`config.mk`:
```
export PLATFORM = sky130hd
export DESIGN_NAME = tmr_bank
export DESIGN_NICKNAME = d
export VERILOG_FILES = /design/src/rtl/tmr_bank_pkg.sv /design/src/rtl/tmr_bank_ch.sv /design/src/rtl/tmr_bank.sv
export SDC_FILE = /design/constraint.sdc
export NUM_CORES = 1
export LEC_CHECK = 0
export ABC_AREA = 1
export CAP_MARGIN = 20
export CORE_AREA = 2 2 183 185
export DETAILED_ROUTE_END_ITERATION = 10
export DIE_AREA = 0 0 185 187
export DONT_BUFFER_PORTS = 1
export PLACE_DENSITY = 0.76
export SYNTH_ARGS = -nofsm -noshare
export SYNTH_HDL_FRONTEND = slang
export SYNTH_SLANG_ARGS = --single-unit
```
`constraint.sdc`:
```
create_clock -name clk -period 3.2 [get_ports clk]
set_input_delay 0.16 -clock clk [delete_from_list [all_inputs] [get_ports clk]]
set_output_delay 0.16 -clock clk [all_outputs]
set_load 0.05 [all_outputs]
```
`src/rtl/tmr_bank_pkg.sv`:
```
// Shared types and constants for the tmr_bank timer peripheral.
// Register map per channel: {channel, reg[1:0]} with reg 0=RELOAD 1=COUNT 2=CTRL 3=STATUS.
package tmr_bank_pkg;

  typedef enum logic [1:0] {
    REG_RELOAD = 2'd0,
    REG_COUNT  = 2'd1,
    REG_CTRL   = 2'd2,
    REG_STATUS = 2'd3
  } tmr_reg_e;

  // CTRL layout: bit 0 en, bit 1 mode (1 = auto-reload), bit 2 irq_en.
  typedef struct packed {
    logic irq_en;
    logic mode;
    logic en;
  } tmr_ctrl_t;

  localparam int CTRL_W      = 3;
  localparam int STATUS_FLAG = 0;

endpackage

```
`src/rtl/tmr_bank_ch.sv`:
```
// One timer channel: RELOAD, COUNT, CTRL and the sticky expiry flag.
// Priorities on a shared edge: RELOAD write beats expiry for COUNT, CTRL write beats the
// one-shot auto-disable for en, and expiry beats W1C for the flag so no event is lost.
module tmr_bank_ch
  import tmr_bank_pkg::*;
#(
  parameter int W = 32
) (
  input  logic         clk,
  input  logic         rst_n,
  input  logic         tick,
  input  logic         wr_reload,
  input  logic         wr_ctrl,
  input  logic         wr_status,
  input  logic [W-1:0] wdata,
  output logic [W-1:0] reload,
  output logic [W-1:0] count,
  output tmr_ctrl_t    ctrl,
  output logic         flag
);

  logic [W-1:0] reload_q, reload_d;
  logic [W-1:0] count_q, count_d;
  tmr_ctrl_t    ctrl_q, ctrl_d;
  logic         flag_q, flag_d;
  logic         expire;

  // Next-state: count/expiry first, then register writes layered on top by priority.
  always_comb begin
    // NOTE: every variable gets a default before any branch; a missed path would infer a latch.
    reload_d = reload_q;
    count_d  = count_q;
    ctrl_d   = ctrl_q;
    flag_d   = flag_q;
    expire   = ctrl_q.en && tick && (count_q == '0);

    if (ctrl_q.en && tick) begin
      if (!expire) begin
        count_d = count_q - W'(1);
      end else if (ctrl_q.mode) begin
        count_d = reload_q;
      end else begin
        ctrl_d.en = 1'b0;
      end
    end

    if (wr_status && wdata[STATUS_FLAG]) flag_d = 1'b0;
    if (expire) flag_d = 1'b1;

    if (wr_ctrl) ctrl_d = tmr_ctrl_t'(wdata[CTRL_W-1:0]);

    if (wr_reload) begin
      reload_d = wdata;
      count_d  = wdata;
    end
  end

  // Channel state registers.
  always_ff @(posedge clk or negedge rst_n) begin
    // NOTE: sequential state uses <= so every flop samples pre-edge values; = here would race.
    if (!rst_n) begin
      reload_q <= '0;
      count_q  <= '0;
      ctrl_q   <= '0;
      flag_q   <= 1'b0;
    end else begin
      reload_q <= reload_d;
      count_q  <= count_d;
      ctrl_q   <= ctrl_d;
      flag_q   <= flag_d;
    end
  end

  assign reload = reload_q;
  assign count  = count_q;
  assign ctrl   = ctrl_q;
  assign flag   = flag_q;

endmodule

```
`src/rtl/tmr_bank.sv`:
```
// Bank of NCH down-counting timers on the mips789 device bus.
// Top level: address decode, optional shared prescaler, registered read mux, irq aggregation.
// Optional feature: define MIPS789_TMR_PRESCALE_EN for the shared PSW-bit prescaler written
// at channel 0 reg 1 (reads of that address still return channel 0 COUNT).
module tmr_bank
  import tmr_bank_pkg::*;
#(
  parameter int NCH = 4,
  parameter int W   = 32,
  parameter int PSW = 8
) (
  input  logic                   clk,
  input  logic                   rst_n,
  input  logic                   wr_en,
  input  logic                   rd_en,
  input  logic [$clog2(NCH)+1:0] addr,
  input  logic [W-1:0]           wdata,
  output logic [W-1:0]           rdata,
  output logic [NCH-1:0]         ch_irq,
  output logic                   irq
);

  if (NCH < 1 || NCH > 8) begin : g_bad_nch
    $error("tmr_bank: NCH must be in 1..8");
  end
  if (PSW < 1 || PSW > W) begin : g_bad_psw
    $error("tmr_bank: PSW must be in 1..W");
  end

  int unsigned  ch_sel;
  tmr_reg_e     reg_sel;
  logic         tick;

  logic [W-1:0] reload_a [NCH];
  logic [W-1:0] count_a  [NCH];
  tmr_ctrl_t    ctrl_a   [NCH];
  logic [NCH-1:0] flag_a;

  logic [W-1:0] rdata_q, rdata_d;

  // Channel index may exceed NCH-1 when NCH is not a power of two; such accesses hit nothing.
  assign ch_sel  = 32'(addr) >> 2;
  assign reg_sel = tmr_reg_e'(addr[1:0]);

`ifdef MIPS789_TMR_PRESCALE_EN
  logic [PSW-1:0] prescale_q, prescale_d;
  logic [PSW-1:0] div_q, div_d;
  logic           wr_prescale;

  assign wr_prescale = wr_en && (ch_sel == 0) && (reg_sel == REG_COUNT);
  assign tick        = (div_q == prescale_q);

  // Free-running divider; a PRESCALE write restarts it from 0.
  always_comb begin
    prescale_d = prescale_q;
    div_d      = tick ? '0 : div_q + PSW'(1);
    if (wr_prescale) begin
      prescale_d = wdata[PSW-1:0];
      div_d      = '0;
    end
  end

  // Prescaler registers.
  always_ff @(posedge clk or negedge rst_n) begin
    if (!rst_n) begin
      prescale_q <= '0;
      div_q      <= '0;
    end else begin
      prescale_q <= prescale_d;
      div_q      <= div_d;
    end
  end
`else
  assign tick = 1'b1;
`endif

  for (genvar i = 0; i < NCH; i++) begin : g_ch
    logic hit;
    assign hit = wr_en && (ch_sel == i);

    tmr_bank_ch #(.W(W)) u_ch (
      .clk       (clk),
      .rst_n     (rst_n),
      .tick      (tick),
      .wr_reload (hit && (reg_sel == REG_RELOAD)),
      .wr_ctrl   (hit && (reg_sel == REG_CTRL)),
      .wr_status (hit && (reg_sel == REG_STATUS)),
      .wdata     (wdata),
      .reload    (reload_a[i]),
      .count     (count_a[i]),
      .ctrl      (ctrl_a[i]),
      .flag      (flag_a[i])
    );

    assign ch_irq[i] = flag_a[i] & ctrl_a[i].irq_en;
  end

  assign irq = |ch_irq;

  // Read mux: sample on rd_en, otherwise hold; out-of-range channels read as 0.
  always_comb begin
    rdata_d = rdata_q;
    if (rd_en) begin
      rdata_d = '0;
      for (int i = 0; i < NCH; i++) begin
        if (ch_sel == unsigned'(i)) begin
          case (reg_sel)
            REG_RELOAD: rdata_d = reload_a[i];
            REG_COUNT:  rdata_d = count_a[i];
            REG_CTRL:   rdata_d = W'(ctrl_a[i]);
            REG_STATUS: rdata_d = W'(flag_a[i]);
            default:    rdata_d = '0;
          endcase
        end
      end
    end
  end

  // Registered readback.
  always_ff @(posedge clk or negedge rst_n) begin
    if (!rst_n) rdata_q <= '0;
    else        rdata_q <= rdata_d;
  end

  assign rdata = rdata_q;

endmodule

```
After elaboration in Yosys (flattened, before gate mapping)
Index checks and enable logic that the tools add are counted.
Widths: inputs -> output; s select.
{ "totals": {"out_inout_bits": 37, "wordCells": 134, "in_bits": 40, "regBits": 304} }
{ "classes": {"n_mux": 48, "bitwise": 4, "add_sub_neg": 4, "n_eq_ne": 10, "reduce_logical": 43} }
{ "ops": {"columns": ["operator", "n"], "rows": [
  ["$mux 32", 20],
  ["$pmux 32 s4", 4],
  ["$logic_not 32->1", 5],
  ["$sub 32x1->32 const B", 4],
  ["$logic_and 1x1->1", 24],
  ["$mux 1", 24],
  ["$reduce_bool 2->1", 8],
  ["$ne 3x1->1 const B", 4],
  ["$eq 2x2->1 const B", 4],
  ["$reduce_and 2->1", 4],
  ["$and 1x1->1", 4],
  ["$eq 2x1->1 const B", 2],
  ["$reduce_or 4->1", 1],
  ["$logic_not 2->1", 1]
]} }

Depth between registers and ports, before layout
Gate-level depths: netlist (run 1).
{ "logic_depth": {"word_depth": 6, "depth_mapped": 13, "depth_no_buf": 13} }

Cells and area by module
A second synthesis (run 1) with hierarchy kept.
{ "unflattened": {"cells_unflattened": 3399, "hier_area_um2": 21060.2} }
{ "by_module_without_submodules": {"columns": ["mod", "cells_per_inst", "seq_area_each_um2", "area_each_um2", "n_inst"], "rows": [
  ["tmr_bank_ch at g_ch[1].u_ch ...", 646, 1701.6, 4272.8, 3],
  ["tmr_bank_ch at g_ch[0].u_ch", 646, 1701.6, 4235.3, 1],
  ["tmr_bank", 815, 800.8, 4006.3, 1]
]} }

Worst setup path before layout (run 1)
Ideal clock, no wire load.
{ "synth_timing": {"path_kind": "reg2reg", "from": "register g_ch[3].u_ch.count_q[0]", "to": "register g_ch[3].u_ch.count_q[20]", "setup_time_ns": 0.117, "stages_incl_launch_ff": 13, "arrival_ns": 1.704, "period_less_slack_ns": 1.821, "required_time_ns": 3.083, "n_path_buf": 1, "path_slack_ns": 1.379, "path_cell_list": "dfrtp_1 -> inv_1 -> ha_1 -> nand2_1 -> nor2_4 -> nand2_2 -> nor2_4 -> nand3_4 -> buf_2 -> nand3_1 -> nand3_1 -> nand2_1 -> nand2_1"} }
{ "synth_via": {"elab_chain_cells": 5, "word_cells_on_any_way": 8, "cone_classes": "add/sub: 1; eq/ne: 1; mux: 3; reduce/logical: 3"} }
{ "synth_rtl": {"columns": ["element", "line", "text"], "rows": [
  ["from (decl)", "tmr_bank_ch.sv:23", "logic [W-1:0] count_q, count_d;"],
  ["from (signal assigned)", "tmr_bank_ch.sv:68", "count_q <= count_d;"],
  ["parallel branches: the longest is 5 deep, another holds $sub 32x1->32", null, null]
]} }
Several ways; the timed one is not identified. The select of a mux whose other input is x is not followed.
A chain may end at the register's enable or synchronous reset.

Worst setup path in the final report (run 1)
{ "layout_timing": {"from": "register g_ch[2].u_ch.count_q[24]", "to": "register g_ch[2].u_ch.count_q[1]"} }
{ "layout_via": {"elab_chain_cells": 5, "word_cells_on_any_way": 7, "cone_classes": "eq/ne: 1; mux: 3; reduce/logical: 3"} }
{ "layout_rtl": {"columns": ["element", "line", "text"], "rows": [
  ["from (decl)", "tmr_bank_ch.sv:23", null],
  ["from (signal assigned)", "tmr_bank_ch.sv:68", null],
  ["$logic_not 32->1 (*)", "tmr_bank_ch.sv:35", "expire = ctrl_q.en && tick && (count_q == '0);"],
  ["$logic_and 1x1->1 (*)", "tmr_bank_ch.sv:35", null],
  ["$mux 32", "tmr_bank_ch.sv:38", "if (!expire) begin"],
  ["$mux 32", "tmr_bank_ch.sv:37", "if (ctrl_q.en && tick) begin"],
  ["$mux 32", "tmr_bank_ch.sv:52", "if (wr_reload) begin"]
]} }
Mark *: on every way between the ends. The rest lies on a longest branch, timed or not. The select of a mux whose other input is x is not followed.

==> metrics, run 1 <==
status=complete, but fails checks; failing checks=hold timing; clk buf depth=3; Arr. time, crit path=3.30 ns; Reg-to-Reg Start=g_ch[2].u_ch.count[24]; via density per instance=6.21; RSZ-0062 raised after global routing=false; Place WS=0.603 ns; ANT nets after route=0; met3 WL post-DR=11400 µm; Top cell by count, worst path=nand2_1; synth warn=0; Syn Inst Count=2994; FILL cells=3002; Final TNS setup=0 ns; max cap viols=0; relative slew slack=11.9%; core box area=32900 µm²; crit-path cells=nor2_1 -> nand2_1 -> nor3_1 -> inv_2 -> nor2_4 -> nand2_1 -> o21ai_1 -> nand2_1 -> nand3_1; post-CTS resize count=0; CP max stage cell=nor2_4; DR WL met2=34200 µm; DRC=0; htree depth=2; mapped cell area=19700 µm²; Synth Net Count=3038; commonest non-fill, non-tap cell in the layout=nand2_1; # rows=67; Sinks on Clock Net=304; DR WL/cell=23.8 µm; Synth cell types=44; Final Setup Violations=0; share of cells above drive strength 1=5.86%; drt initial violations=3402; largest net degree at the start of global routing=305; Worst-Skew Late Latency=0.57 ns; Critical Path End Type=flop; gr ovfl total=0; Via Count=21584; PortBufs=0; drt pass-1 iters=7; post-synthesis register bit count=304; syn avg cell area=6.57 µm²; Max stage delay on crit path=0.54 ns; Worst Setup Start Kind=flop; Final nets=3036; Root Buffer Master=clkbuf_16; dpl hpwl=59400 µm; peak supply drop=0.503 mV; crit-path max FO=23; DIE AREA=34600 µm²; Area Overhead vs Synth=9.79%; Max Clk Rate=0.357 GHz; final slew viol count=0; final worst setup slack=0.399 ns; LEAKAGE=0.0110 µW; antenna violations before repair=8; CTS tree=built; Least-Margin Pin Slew=1.32 ns; minimum clock period=2.80 ns; Core Util, Final=65.8%; Initial Utilization=59.9%; routed wire length=82700 µm; Crit path required time=3.69 ns; commonest cells after routing, fill and taps aside=nand2_1 (1087), inv_1 (331), dfrtp_1 (304); R2R setup slack=0.40 ns; final hold vios=304; RR Endpoint=g_ch[2].u_ch.count[1]; routability cong.=1.03; clk_skew=0.0139 ns; clock transition at the registers of the reported paths=0.06 ns; Setup Buffers After CTS=0; Seq/Total Area, Yosys=38.7%; IO Pins=77; WS Path Type=reg -> reg; vias in the first global route=20169; worst r2r path cells=9; Die Wd=185 µm; met1 WL=30000 µm; HP Class=in -> async; Die H=187 µm; period utilization=87.5%; first-pass GRT wire length=124000 µm; PwrDens=890 nW/µm²; GRT Util Overall=48.1%; top layer in use=met4; hold-fix buffers at CTS=38; CTS buffer count=38; Hold Slack=-0.706 ns
[logic make-up (layout without fill, tap and decap cells)]
logic type                 Yosys count  count (layout)  share of synthesized area [%]
AOI/OAI and AO/OA                  417             417                           11.7
xor gates and xnor gates            53              53                           2.36
adders and majority gates            4               4                          0.254
buffers and inverters              461             488                           9.91
DFF                                304             304                           38.7
other                                0               7                              0
and+or+nand+nor                   1755            1755                           37.1
[sequential cells by signal (all words and copies together) (netlist names)]
register          count
g_ch.u_ch.count     128
g_ch.u_ch.ctrl       12
g_ch.u_ch.flag        4
g_ch.u_ch.reload    128
rdata                32
[layer usage]
layer  GRT usage [%]  up-vias
met5               0        -
met4            33.6        0
met3            14.1      316
met2            68.2     1602
met1            63.0    10100
li1                -     9566
[per-stage QoR]
step | cell area, µm² | std cells | power, µW
after detailed placement | 19900 | 3362 | 14200
after CTS | 21600 | 3469 | 18800
final | 21600 | 3476 | 19200
after global placement | 19900 | 3362 | 14000
after global routing | 21600 | 3475 | 20300
after floorplan | 19700 | 2994 | 11800
[Yosys cell counts, drive strengths merged]
| master | n | area [µm²] |
|---|---|---|
| a21boi | 2 | 18.8 |
| a21oi | 47 | 243 |
| a31oi | 6 | 37.5 |
| a41oi | 8 | 70.1 |
| and2 | 4 | 25.0 |
| buf | 77 | 509 |
| clkbuf | 38 | 143 |
| clkinv | 4 | 15.0 |
| dfrtp | 304 | 7610 |
| ha | 4 | 50.1 |
| inv | 342 | 1280 |
| nand2 | 1107 | 4210 |
| nand3 | 287 | 1460 |
| nand3b | 1 | 7.51 |
| nand4 | 34 | 213 |
| nor2 | 316 | 1340 |
| nor3 | 5 | 40.0 |
| o211ai | 2 | 15.0 |
| o21a | 5 | 37.5 |
| o21ai | 256 | 1280 |
| o21bai | 4 | 30.0 |
| o221ai | 8 | 70.1 |
| o22ai | 77 | 482 |
| o31ai | 2 | 15.0 |
| or2 | 1 | 6.26 |
| xnor2 | 2 | 17.5 |
| xor2 | 51 | 447 |
[area by class of cell]
type | instances | area (µm²) | area share, %
clock inverter | 7 | 60.1 | 0.278
inverter | 346 | 1300 | 6.01
antenna | 7 | 17.5 | 0.0811
sequential | 304 | 7610 | 35.2
multi-input combinational | 2229 | 10100 | 46.9
timing repair buffer | 73 | 668 | 3.09
tap | 448 | 561 | 2.59
clock buffer | 62 | 1250 | 5.81
[critical path, delay by kind of cell, from the launching register on]
kind                   cells  cell delay [ns]
AO/OA/AOI/OAI              1             0.13
AND/OR/NAND/NOR            7             2.01
buffers and inverters      1             0.08
flip-flops                 1             0.50
[how the worst max path moves through the flow]
stage / slack (ns) / endpoint / from / cells past startpoint
after global placement: 0.60 / g_ch[2].u_ch.count[6] / g_ch[2].u_ch.count[24] / 8
after global routing: 0.29 / g_ch[2].u_ch.count[1] / g_ch[2].u_ch.count[24] / 9
after CTS: 0.57 / g_ch[2].u_ch.count[1] / g_ch[2].u_ch.count[24] / 9
final: 0.40 / g_ch[2].u_ch.count[1] / g_ch[2].u_ch.count[24] / 9
after floorplan: 1.38 / g_ch[3].u_ch.count[20] / g_ch[3].u_ch.count[0] / 12
after detailed placement: 0.60 / g_ch[2].u_ch.count[1] / g_ch[2].u_ch.count[24] / 9
[power by group]
group,leakage (µW),internal [µW],switching [µW],total (µW)
clock,0.000658,2750,1820,4570
sequential,0.00381,5020,1530,6550
combinational,0.00650,2410,5700,8110
total,0.0110,10200,9060,19200
Power figures use the tool's default switching activity.
==> inputs of run 2 (changes only) <==
--- a/config.mk
+++ b/config.mk
@@ -8,6 +8,7 @@
 export ABC_AREA = 1
 export CAP_MARGIN = 20
 export CORE_AREA = 2 2 183 185
+export CTS_BUF_LIST = sky130_fd_sc_hd__clkbuf_16
 export DETAILED_ROUTE_END_ITERATION = 10
 export DIE_AREA = 0 0 185 187
 export DONT_BUFFER_PORTS = 1
==> metrics, run 2 (synthesis gave the netlist of run 1 again) <==
status=complete, but fails checks; failing checks=hold timing, slew limit; relative slew slack=-1.12% (-13 points); R2R setup slack=0.39 ns (about the same); DRC=0 (unchanged); peak supply drop=0.489 mV (-2.8%); Worst Setup Start Kind=flop; RSZ-0062 raised after global routing=false; Root Buffer Master=clkbuf_16; post-CTS resize count=0 (unchanged); gr ovfl total=0 (unchanged); clock transition at the registers of the reported paths=0.06 ns (about the same); # rows=67 (unchanged); CP max stage cell=nor2_4; PortBufs=0 (unchanged); vias in the first global route=20157 (-0.059%); Area Overhead vs Synth=8.99%; Worst-Skew Late Latency=0.57 ns (about the same); Core Util, Final=65.3% (-0.48 points); drt initial violations=3231 (-5.0%); crit-path max FO=23 (unchanged); Max stage delay on crit path=0.54 ns (about the same); Arr. time, crit path=3.30 ns (about the same); hold-fix buffers at CTS=38 (unchanged); routability cong.=1.03 (unchanged); first-pass GRT wire length=124000 µm (+0.19%); period utilization=87.8% (+0.25 points); Final TNS setup=0 ns (unchanged); PwrDens=878 nW/µm² (-1.3%); minimum clock period=2.81 ns (+0.00800 ns); final worst setup slack=0.391 ns (-0.00800 ns); Initial Utilization=59.9% (unchanged); Max Clk Rate=0.356 GHz (-0.29%); dpl hpwl=59400 µm (unchanged); Design Area, Final=21500 µm² (-0.73%); clk_skew=0.0187 ns (+0.00484 ns); CTS tree=built; clk buf depth=3 (unchanged); Final nets=3036 (unchanged); LEAKAGE=0.0109 µW (-0.54%); IO Pins=77 (unchanged); commonest non-fill, non-tap cell in the layout=nand2_1; CTS buffer count=38 (unchanged); routed wire length=82800 µm (+0.17%); crit-path cells=nor2_1 -> nand2_1 -> nor3_1 -> inv_2 -> nor2_4 -> nand2_1 -> o21ai_1 -> nand2_1 -> nand3_1; Setup Buffers After CTS=0 (unchanged); drt pass-1 iters=9 (+2); Die Wd=185 µm (unchanged); final slew viol count=24 (+24); Sinks on Clock Net=304 (unchanged); WS Path Type=reg -> reg; Final Setup Violations=0 (unchanged); antenna violations before repair=6 (-2); Hold Slack=-0.698 ns (+0.00832 ns); Place WS=0.603 ns (unchanged); Crit path required time=3.69 ns (about the same); Critical Path End Type=flop; final hold vios=304 (unchanged); core box area=32900 µm² (unchanged); via density per instance=6.19 (-0.33%); DR WL/cell=23.8 µm (+0.26%); GRT Util Overall=48.2% (+0.092 points); Via Count=21495 (-0.41%); Post-DP Area=19900 µm² (unchanged); DIE AREA=34600 µm² (unchanged); largest net degree at the start of global routing=305 (unchanged); Die H=187 µm (unchanged); ANT nets after route=0 (unchanged); share of cells above drive strength 1=5.36% (-0.50 points); Least-Margin Pin Slew=1.52 ns (+0.196 ns); max cap viols=0 (unchanged); FILL cells=3030 (+0.93%); HP Class=in -> async; Top cell by count, worst path=nand2_1; htree depth=2 (unchanged); commonest cells after routing, fill and taps aside=nand2_1 (1087), inv_1 (337), dfrtp_1 (304)
[run 2: cell type report]
class | instances | area (µm²) | share of cell area, %
antenna | 4 | 10.0 | 0.0467
sequential | 304 | 7610 | 35.5
timing repair buffer | 73 | 668 | 3.11
multi-input combinational | 2229 | 10100 | 47.3
tap | 448 | 561 | 2.61
clock buffer | 41 | 1030 | 4.78
inverter | 346 | 1300 | 6.05
clock inverter | 28 | 139 | 0.647
[run 2: critical path, delay by kind of cell (launching register included)]
| family | cells | cell delay [ns] |
|---|---|---|
| flip-flops | 1 | 0.50 |
| AO/OA/AOI/OAI | 1 | 0.13 |
| buffers and inverters | 1 | 0.08 |
| AND/OR/NAND/NOR | 7 | 2.02 |
[run 2: final timing paths]
kind	to	start	cells past startpoint
worst max-delay path	g_ch[2].u_ch.count[1]	g_ch[2].u_ch.count[24]	9
max in group asynchronous	g_ch[1].u_ch.count[31]	rst_n	0
worst max register to register	g_ch[2].u_ch.count[1]	g_ch[2].u_ch.count[24]	9
worst min-delay path	g_ch[2].u_ch.reload[25]	rst_n	0
min in group clk	rdata[22]	rd_en	4
worst min register to register	g_ch[2].u_ch.count[1]	g_ch[2].u_ch.count[1]	2
[run 2: report_power, final]
| part | internal [µW] | switching, µW | total (µW) |
|---|---|---|---|
| Clock | 2370 | 1810 | 4180 |
| Combinational | 2410 | 5700 | 8110 |
| Sequential | 5020 | 1530 | 6540 |
[run 2: through the flow]
| stage | hold WS [ns] | power, µW | instances |
|---|---|---|---|
| final | -0.698 | 18800 | 3473 |
| after detailed placement | -0.126 | 14200 | 3362 |
| after CTS | -0.710 | 18400 | 3469 |
| after global routing | -0.716 | 19900 | 3471 |
| after global placement | -0.127 | 14000 | 3362 |
| after floorplan | -0.136 | 11800 | 2994 |
[run 2: routing by layer]
| metal | GRT usage [%] | wire length (µm) | part of all wire, % |
|---|---|---|---|
| met1 | 62.0 | 29800 | 36 |
| met5 | 0 | 11 | 0.013 |
| met3 | 15.2 | 11500 | 14 |
| met4 | 33.1 | 7230 | 8.7 |
| met2 | 68.9 | 34300 | 41 |
